==> src/rtl/mdu_iter.sv <==
`default_nettype none
// ============================================================================
// mdu_iter : iterative radix-2 multiply/divide unit for the M extension
// Revision : 1.0
// ============================================================================
module mdu_iter #(
   parameter int WIDTH = 32,
   parameter int CNT_W = 6
) (
   input  logic             clk,
   input  logic             rst_n,
   input  logic             start,
   input  logic [2:0]       op,
   input  logic [WIDTH-1:0] A,
   input  logic [WIDTH-1:0] B,
   input  logic             flush,
   output logic             busy,
   output logic             done,
   output logic [WIDTH-1:0] result
);

   localparam logic [1:0] ST_IDLE = 2'd0;
   localparam logic [1:0] ST_CALC = 2'd1;
   localparam logic [1:0] ST_FIX  = 2'd2;
   localparam logic [1:0] ST_DONE = 2'd3;

   localparam logic [2:0] OP_MUL    = 3'd0;
   localparam logic [2:0] OP_MULH   = 3'd1;
   localparam logic [2:0] OP_MULHSU = 3'd2;
   localparam logic [2:0] OP_MULHU  = 3'd3;
   localparam logic [2:0] OP_DIV    = 3'd4;
   localparam logic [2:0] OP_DIVU   = 3'd5;
   localparam logic [2:0] OP_REM    = 3'd6;
   localparam logic [2:0] OP_REMU   = 3'd7;

   localparam logic [WIDTH-1:0] MIN_NEG  = {1'b1, {(WIDTH-1){1'b0}}};
   localparam logic [CNT_W-1:0] LAST_CNT = CNT_W'(WIDTH-1);

   logic [1:0]       state;
   logic [CNT_W-1:0] cnt;
   logic [2:0]       op_q;
   logic [WIDTH-1:0] mag_a;
   logic [WIDTH-1:0] mag_b;
   logic             neg_a;
   logic             neg_b;
   // Multiply: {acc_hi, acc_lo} is the product. Divide: acc_hi = remainder, acc_lo = quotient.
   logic [WIDTH-1:0] acc_hi;
   logic [WIDTH-1:0] acc_lo;

   logic             a_signed;
   logic             b_signed;
   logic             neg_a_in;
   logic             neg_b_in;
   logic [WIDTH-1:0] mag_a_in;
   logic [WIDTH-1:0] mag_b_in;
   logic             b_zero;
   logic             sdiv_ovf;
   logic             special;
   logic [WIDTH-1:0] special_res;

   always_comb begin
      a_signed = (op == OP_MULH) || (op == OP_MULHSU) || (op == OP_DIV) || (op == OP_REM);
      b_signed = (op == OP_MULH) || (op == OP_DIV) || (op == OP_REM);
      neg_a_in = a_signed & A[WIDTH-1];
      neg_b_in = b_signed & B[WIDTH-1];
      mag_a_in = neg_a_in ? -A : A;
      mag_b_in = neg_b_in ? -B : B;
      b_zero   = (B == '0);
      sdiv_ovf = b_signed && op[2] && (A == MIN_NEG) && (B == '1);
      special  = op[2] && (b_zero || sdiv_ovf);
      // op[1] separates remainder ops from quotient ops within the divide group
      if (b_zero)
         special_res = op[1] ? A : '1;
      else
         special_res = op[1] ? '0 : A;
   end

   logic [WIDTH:0]   mul_sum;
   logic [WIDTH:0]   div_shift;
   logic             div_ge;
   logic [WIDTH-1:0] div_diff;

   always_comb begin
      mul_sum   = {1'b0, acc_hi} + (acc_lo[0] ? {1'b0, mag_a} : {(WIDTH+1){1'b0}});
      div_shift = {acc_hi, acc_lo[WIDTH-1]};
      div_ge    = (div_shift >= {1'b0, mag_b});
      div_diff  = div_shift[WIDTH-1:0] - mag_b;
   end

   logic             sign_diff;
   logic [2*WIDTH-1:0] prod_fix;
   logic [WIDTH-1:0] quo_fix;
   logic [WIDTH-1:0] rem_fix;
   logic [WIDTH-1:0] fix_res;

   always_comb begin
      sign_diff = neg_a ^ neg_b;
      prod_fix  = sign_diff ? -{acc_hi, acc_lo} : {acc_hi, acc_lo};
      quo_fix   = sign_diff ? -acc_lo : acc_lo;
      rem_fix   = neg_a ? -acc_hi : acc_hi;
      case (op_q)
         OP_MUL:                       fix_res = prod_fix[WIDTH-1:0];
         OP_MULH, OP_MULHSU, OP_MULHU: fix_res = prod_fix[2*WIDTH-1:WIDTH];
         OP_DIV, OP_DIVU:              fix_res = quo_fix;
         OP_REM, OP_REMU:              fix_res = rem_fix;
         default:                      fix_res = '0;
      endcase
   end

   always_ff @(posedge clk or negedge rst_n) begin
      if (!rst_n) begin
         state  <= ST_IDLE;
         cnt    <= '0;
         op_q   <= '0;
         mag_a  <= '0;
         mag_b  <= '0;
         neg_a  <= 1'b0;
         neg_b  <= 1'b0;
         acc_hi <= '0;
         acc_lo <= '0;
         result <= '0;
      end else begin
         case (state)
            ST_IDLE: begin
               if (start && !flush) begin
                  op_q   <= op;
                  mag_a  <= mag_a_in;
                  mag_b  <= mag_b_in;
                  neg_a  <= neg_a_in;
                  neg_b  <= neg_b_in;
                  cnt    <= '0;
                  acc_hi <= '0;
                  acc_lo <= op[2] ? mag_a_in : mag_b_in;
                  if (special) begin
                     result <= special_res;
                     state  <= ST_DONE;
                  end else begin
                     state  <= ST_CALC;
                  end
               end
            end
            ST_CALC: begin
               if (flush) begin
                  state <= ST_IDLE;
               end else begin
                  if (op_q[2]) begin
                     acc_hi <= div_ge ? div_diff : div_shift[WIDTH-1:0];
                     acc_lo <= {acc_lo[WIDTH-2:0], div_ge};
                  end else begin
                     acc_hi <= mul_sum[WIDTH:1];
                     acc_lo <= {mul_sum[0], acc_lo[WIDTH-1:1]};
                  end
                  cnt <= cnt + 1'b1;
                  if (cnt == LAST_CNT)
                     state <= ST_FIX;
               end
            end
            ST_FIX: begin
               if (flush) begin
                  state <= ST_IDLE;
               end else begin
                  result <= fix_res;
                  state  <= ST_DONE;
               end
            end
            default: begin
               state <= ST_IDLE;
            end
         endcase
      end
   end

   assign busy = (state == ST_CALC) || (state == ST_FIX);
   assign done = (state == ST_DONE);

endmodule
`default_nettype wire

==> config.mk <==
export PLATFORM = sky130hd
export DESIGN_NAME = mdu_iter
export DESIGN_NICKNAME = d
export VERILOG_FILES = /design/src/rtl/mdu_iter.sv
export SDC_FILE = /design/constraint.sdc
export NUM_CORES = 1
export LEC_CHECK = 0
export ABC_AREA = 1
export CORE_ASPECT_RATIO = 2
export CORE_MARGIN = 2
export CORE_UTILIZATION = 63
export DETAILED_ROUTE_END_ITERATION = 6
export PLACE_DENSITY = 0.87
export SYNTH_ARGS = -nofsm -noshare
export SYNTH_HDL_FRONTEND = slang
export SYNTH_SLANG_ARGS = --single-unit
==> constraint.sdc <==
create_clock -name clk -period 3 [get_ports clk]
set_clock_uncertainty 0.2 [all_clocks]
set_input_delay 0.75 -clock clk [delete_from_list [all_inputs] [get_ports clk]]
set_output_delay 0.75 -clock clk [all_outputs]
set_load 0.01 [all_outputs]
==> metrics.md, run 1 <==
| Metric | Value |
|---|---|
| Most used DFF post-synth | `dfrtp_1` |
| Post-synth ARST share | `1.000` |
| Synth top area share | `0.2179` |
| CTS buffer count | `17` |
| Fail Step | `5_1_grt` |
| First-pass GRT wire length | `around 140000 um` |
| Total gr overflow | `1` |
| Post-CTS Resized | `0` |
| Top cells by area, synth | `dfrtp_1 22%, nand2_1 21%, nand3_1 10%, nor2_1 8.5%, inv_1 8.1%` |
| CTS Sinks | `~170` |
| Synthesized area | `around 20000 um^2` |
| H-tree Lvls | `4` |
| All-layer global routing usage | `0.5511` |
| Worst slack, placed | `-0.2071 ns` |
| Yosys cell types | `51` |
| Detailed placement HPWL | `around 71000 um` |
| Clk root buf | `clkbuf_16` |
| Initial Utilization | `0.6344` |
| Die Height | `about 260 um` |
| Number of synthesized flops with an enable pin | `0` |
| Synth Instances | `~3500` |
| IO Pins | `105` |
| Post-synthesis sequential element count | `173` |
| Num rows | `between 90 and 100` |
| Outcome | `aborted with a tool error` |
| Clk buf depth | `2` |
| Syn avg cell area | `around 5.7 um^2` |
| Hold_buf cts | `0` |
| Post-synthesis sequential area ratio | `0.2179` |
| Setup bufs post-CTS | `0` |
| Gpl congestion | `~1.1` |
| Die X | `roughly 130 um` |
| Yosys top cell by area | `dfrtp_1` |
| Stop err | `[ERROR GRT-0116] Global routing finished with congestion. Check the congestion regions in the DRC Viewer.` |
| Vias in the first global route | `approximately 24000` |
| Ys Warns | `0` |
| Port buffer count | `~100` |
| Syn_nets | `about 3700` |
| Largest net degree at the start of global routing | `approximately 100` |
[per-layer routing]
metal	GRT overflow	GRT usage
met4	1	0.4980
met3	0	0.2074
met5	0	0.003096
met1	0	0.6245
met2	0	0.7931
[per-stage QoR]
step / TNS (ns) / hold WS (ns) / instances / util / area, um^2
after floorplan: 0 / 0.2478 / 3515 / - / 19860
after global placement: -0.7724 / 0.2641 / 4206 / 0.7399 / 23160
after detailed placement: -6.252 / 0.2697 / 4206 / 0.7399 / 23160
after CTS: 0 / 0.08154 / 4238 / 0.7583 / 23740
[cells by family after synthesis]
| family | Yosys count | synth area share |
|---|---|---|
| simple gates | 2165 | 0.4613 |
| buf+inv | 563 | 0.1114 |
| compound gates | 462 | 0.1257 |
| flops | 173 | 0.2179 |
| fa+ha+maj | 99 | 0.06022 |
| xor+xnor | 53 | 0.02337 |
[Yosys cell counts, types with 9 or more instances]
cell      number
o21ai_0      217
ha_1          74
nor2_1       451
nand2_1     1136
clkbuf_1      53
o211ai_1      18
a21oi_1      157
maj3_1        23
buf_1         18
inv_2         16
o21a_1        17
inv_1        429
buf_2         33
or2_2         16
nor3_1        31
nand3_1      404
nand4_1       59
o21ai_1       16
nand3b_1      28
dfrtp_1      173
xor2_1        49
nor2_2        13
a22oi_1        9
==> run 2, diff against run 1 <==
Settings changed: CORE_ASPECT_RATIO 2 to default, CORE_UTILIZATION 63 to 40, PLACE_DENSITY 0.87 to default, PLACE_DENSITY_LB_ADDON from default to 0.15.
==> run 2 against run 1 <==
  * The flow now finishes without violations
  * Synthesized cell count unchanged
  * Synthesized area unchanged
==> metrics.md, run 2 <==
| Metric | Value |
|---|---|
| Outcome | `finished clean` |
| Residual DRC | `0` |
| Multiplexer area fraction after synthesis | `0 (unchanged)` |
| Top cell family by delay on the critical path | `adder cells` |
| Maxcap violations | `0` |
| First-pass GRT wire length | `139400 um` |
| Total gr overflow | `0` |
| Num rows | `81 (-12%)` |
| Slowest Stage Delay on Critical Path | `0.45 ns` |
| Final ANT Viol Nets | `0` |
| Final nets | `4026` |
| Initial antenna violation count | `0` |
| Post-synth ARST share | `1.000 (unchanged)` |
| Power Total | `~27 mW` |
| Launching element type of the critical path | `register` |
| Post-synthesis sequential area ratio | `0.2179 (unchanged)` |
| Pre-antenna DRT Iters | `6` |
| Largest net degree at the start of global routing | `99` |
| Initial Utilization | `0.4058 (-0.2286)` |
| Clk_lat worst skew | `0.49 ns` |
| CTS Sinks | `173 (unchanged)` |
| Syn_nets | `3662 (unchanged)` |
| Hold_buf cts | `0 (unchanged)` |
| Vias per cell | `between 5 and 6` |
| Adder-Cell Fraction of Synth Area | `0.06022 (unchanged)` |
| Detailed placement HPWL | `76770 um (+8.0%)` |
| Share of cells above drive strength 1 | `0.1223` |
| Buf/Inv on CP | `3` |
| Ys Warns | `0 (unchanged)` |
| Total number of vias | `24670` |
| CP required | `3.16 ns` |
| # setup viols final | `0` |
| Most common cell after layout, fill and taps aside | `nand2_1` |
| IO Pins | `105 (unchanged)` |
| Die X | `226.8 um (+75%)` |
| Number of synthesized flops with an enable pin | `0 (unchanged)` |
| Clock-pin slew on the worst setup and hold paths | `0.07 ns` |
| VDD IR max | `just over 0.6 mV` |
| Most frequent cell after synthesis | `nand2_1` |
| Die Area | `51460 um^2` |
| Yosys cell types | `51 (unchanged)` |
| Crit path top cell by count | `nand2_1` |
| Kind of critical path | `reg2reg` |
| Xor and xnor area share after synthesis | `0.02337 (unchanged)` |
| Most frequent cells in the layout | `1133 x nand2_1, 447 x nor2_1, 429 x inv_1` |
| Largest family of logic cells by synthesized area | `simple AND/OR/NAND/NOR gates` |
| Syn avg cell area | `5.651 um^2 (unchanged)` |
| P&R area growth vs syn | `24.22%` |
| Port buffer count | `104 (unchanged)` |
| Worst Tran Pin Value | `approximately 0.93 ns` |
| Core footprint | `about 49000 um^2` |
| Reg2reg start | `acc_lo[0]$_DFFE_PN0P_` |
| Post-Layout Cell Count | `roughly 4600` |
| RSZ-0062 raised after global routing | `false` |
| Critical Path AT | `3.05 ns` |
| Synthesized area | `19860 um^2 (unchanged)` |
| Worst setup path start | `acc_lo[0]$_DFFE_PN0P_` |
| Crit share post-route | `0.9639` |
| Clk buf depth | `2 (unchanged)` |
| Fin util | `0.5041` |
| Area share of and/or/nand/nor cells after synthesis | `0.4613 (unchanged)` |
| Die Height | `226.8 um (-11%)` |
| Cell count after placement | `4520 (+7.5%)` |
| Slew Viols, Final | `0` |
| Crit path cell chain | `nand2_1 -> inv_1 -> ha_1 -> inv_1 -> fa_1 -> o21ai_2 -> nand2_1 -> nand2_1 -> buf_4 -> xor2_1 -> o21ai_0 -> nand3b_1 -> o21ai_1` |
| HP Class | `in2async` |
| Clk root buf | `clkbuf_16` |
| Pwr/cell area | `about 1100 nW/um^2` |
| DRT iter0 DRCs | `2959` |
| Worst setup margin | `~0.11 ns` |
| Commonest cells post-synth | `1136 x nand2_1, 451 x nor2_1, 429 x inv_1` |
| Setup TNS | `0 ns` |
| Worst Path Max Fanout | `6` |
| Final WL | `approximately 94000 um` |
| Synth Instances | `3515 (unchanged)` |
| All-layer global routing usage | `0.3653` |
| Crit. End Element | `register` |
| Synth Area in Compound Gates | `0.1257 (unchanged)` |
| WL/cell | `around 20 um` |
| Yosys top cell by area | `dfrtp_1` |
| CTS buffer count | `17 (unchanged)` |
| Most used DFF post-synth | `dfrtp_1` |
| Vias in the first global route | `22540` |
| Post-synthesis sequential element count | `173 (unchanged)` |
| Fmax | `between 300 and 400 MHz` |
| Gpl congestion | `1.050 (-5.6%)` |
| Top cells by area, synth | `dfrtp_1 22%, nand2_1 21%, nand3_1 10%, nor2_1 8.5%, inv_1 8.1%` |
| Worst rel slew slack | `0.3812` |
| Fin. Hold Viols | `0` |
| Max stage delay cell, worst path | `fa_1` |
| Register area | `between 4000 and 5000 um^2` |
| Synth top area share | `0.2179 (unchanged)` |
| N_diodes | `0` |
| Min cycle time layout | `~2.9 ns` |
| Number of fill cells | `between 5000 and 6000` |
| H-tree Lvls | `4 (unchanged)` |
| P_leak | `about 13 nW` |
| CTS tree | `built` |
| Worst slack, placed | `-0.2846 ns (-0.07756 ns)` |
| Combined area of the multi-input logic cells | `between 10000 and 15000 um^2` |
==> run 2: cell counts after synthesis <==
Identical to the previous run, type by type.
==> run 2: layout make-up <==
type,instances,area share
Sequential cell,173,0.1756
Multi-Input combinational cell,2780,0.5425
Tap cell,664,0.03367
Inverter,450,0.06861
Clock inverter,14,0.006440
Timing Repair Buffer,457,0.1558
Clock buffer,18,0.01739
==> run 2: metal layers <==
layer  routed length, um  share of wire  vias up  GRT usage
li1                    -              -    12030          -
met4                3689          0.039        0     0.1346
met1               42220           0.45    11390     0.5198
met3                8088          0.087      154    0.06557
met2               39510           0.42     1097     0.5483
met5                   0              0        -          0
==> run 2: worst paths after layout <==
path / cells past startpoint / slack, ns / end
setup / recovery: 13 / 0.11 / acc_hi[5]$_DFFE_PN0P_
hold / removal: 1 / 0.05 / op_q[0]$_DFFE_PN0P_
setup reg to reg: 13 / 0.11 / acc_hi[5]$_DFFE_PN0P_
hold reg to reg: 2 / 0.29 / mag_a[16]$_DFFE_PN0P_
max in group asynchronous: 2 / 1.88 / op_q[1]$_DFFE_PN0P_
min in group clk: 2 / 0.29 / mag_a[16]$_DFFE_PN0P_
==> run 2: repair_timing <==
action | 4_1_cts | 5_1_grt
resized for setup | 0 | 22
endpoints found under the setup margin | 0 | 30
setup buffers | 0 | 3
==> run 2: per-stage QoR <==
stage | hold slack [ns] | area (um^2)
2_1_floorplan | 0.2478 | 19860
3_3_place_gp | 0.2670 | 24000
3_5_place_dp | 0.2694 | 24000
4_1_cts | 0.06317 | 24590
5_1_grt | 0.07957 | 24670
6_report | 0.04630 | 24670
==> run 2: cells by family (layout without fill, tap and decap cells) <==
| logic type | after synthesis | after routing |
|---|---|---|
| DFF | 173 | 173 |
| and+or+nand+nor | 2165 | 2166 |
| buffers and inverters | 563 | 939 |
| adders and majority gates | 99 | 99 |
| xor gates and xnor gates | 53 | 53 |
| AOI/OAI and AO/OA | 462 | 462 |
==> run 2: power by group <==
group          switching [mW]  total (mW)  internal (mW)
combinational            13.5        19.9           6.49
sequential               1.07        4.43           3.35
clock                    1.21        2.33           1.12
total                    15.7        26.7           11.0
(Power assumes the default switching activity.)
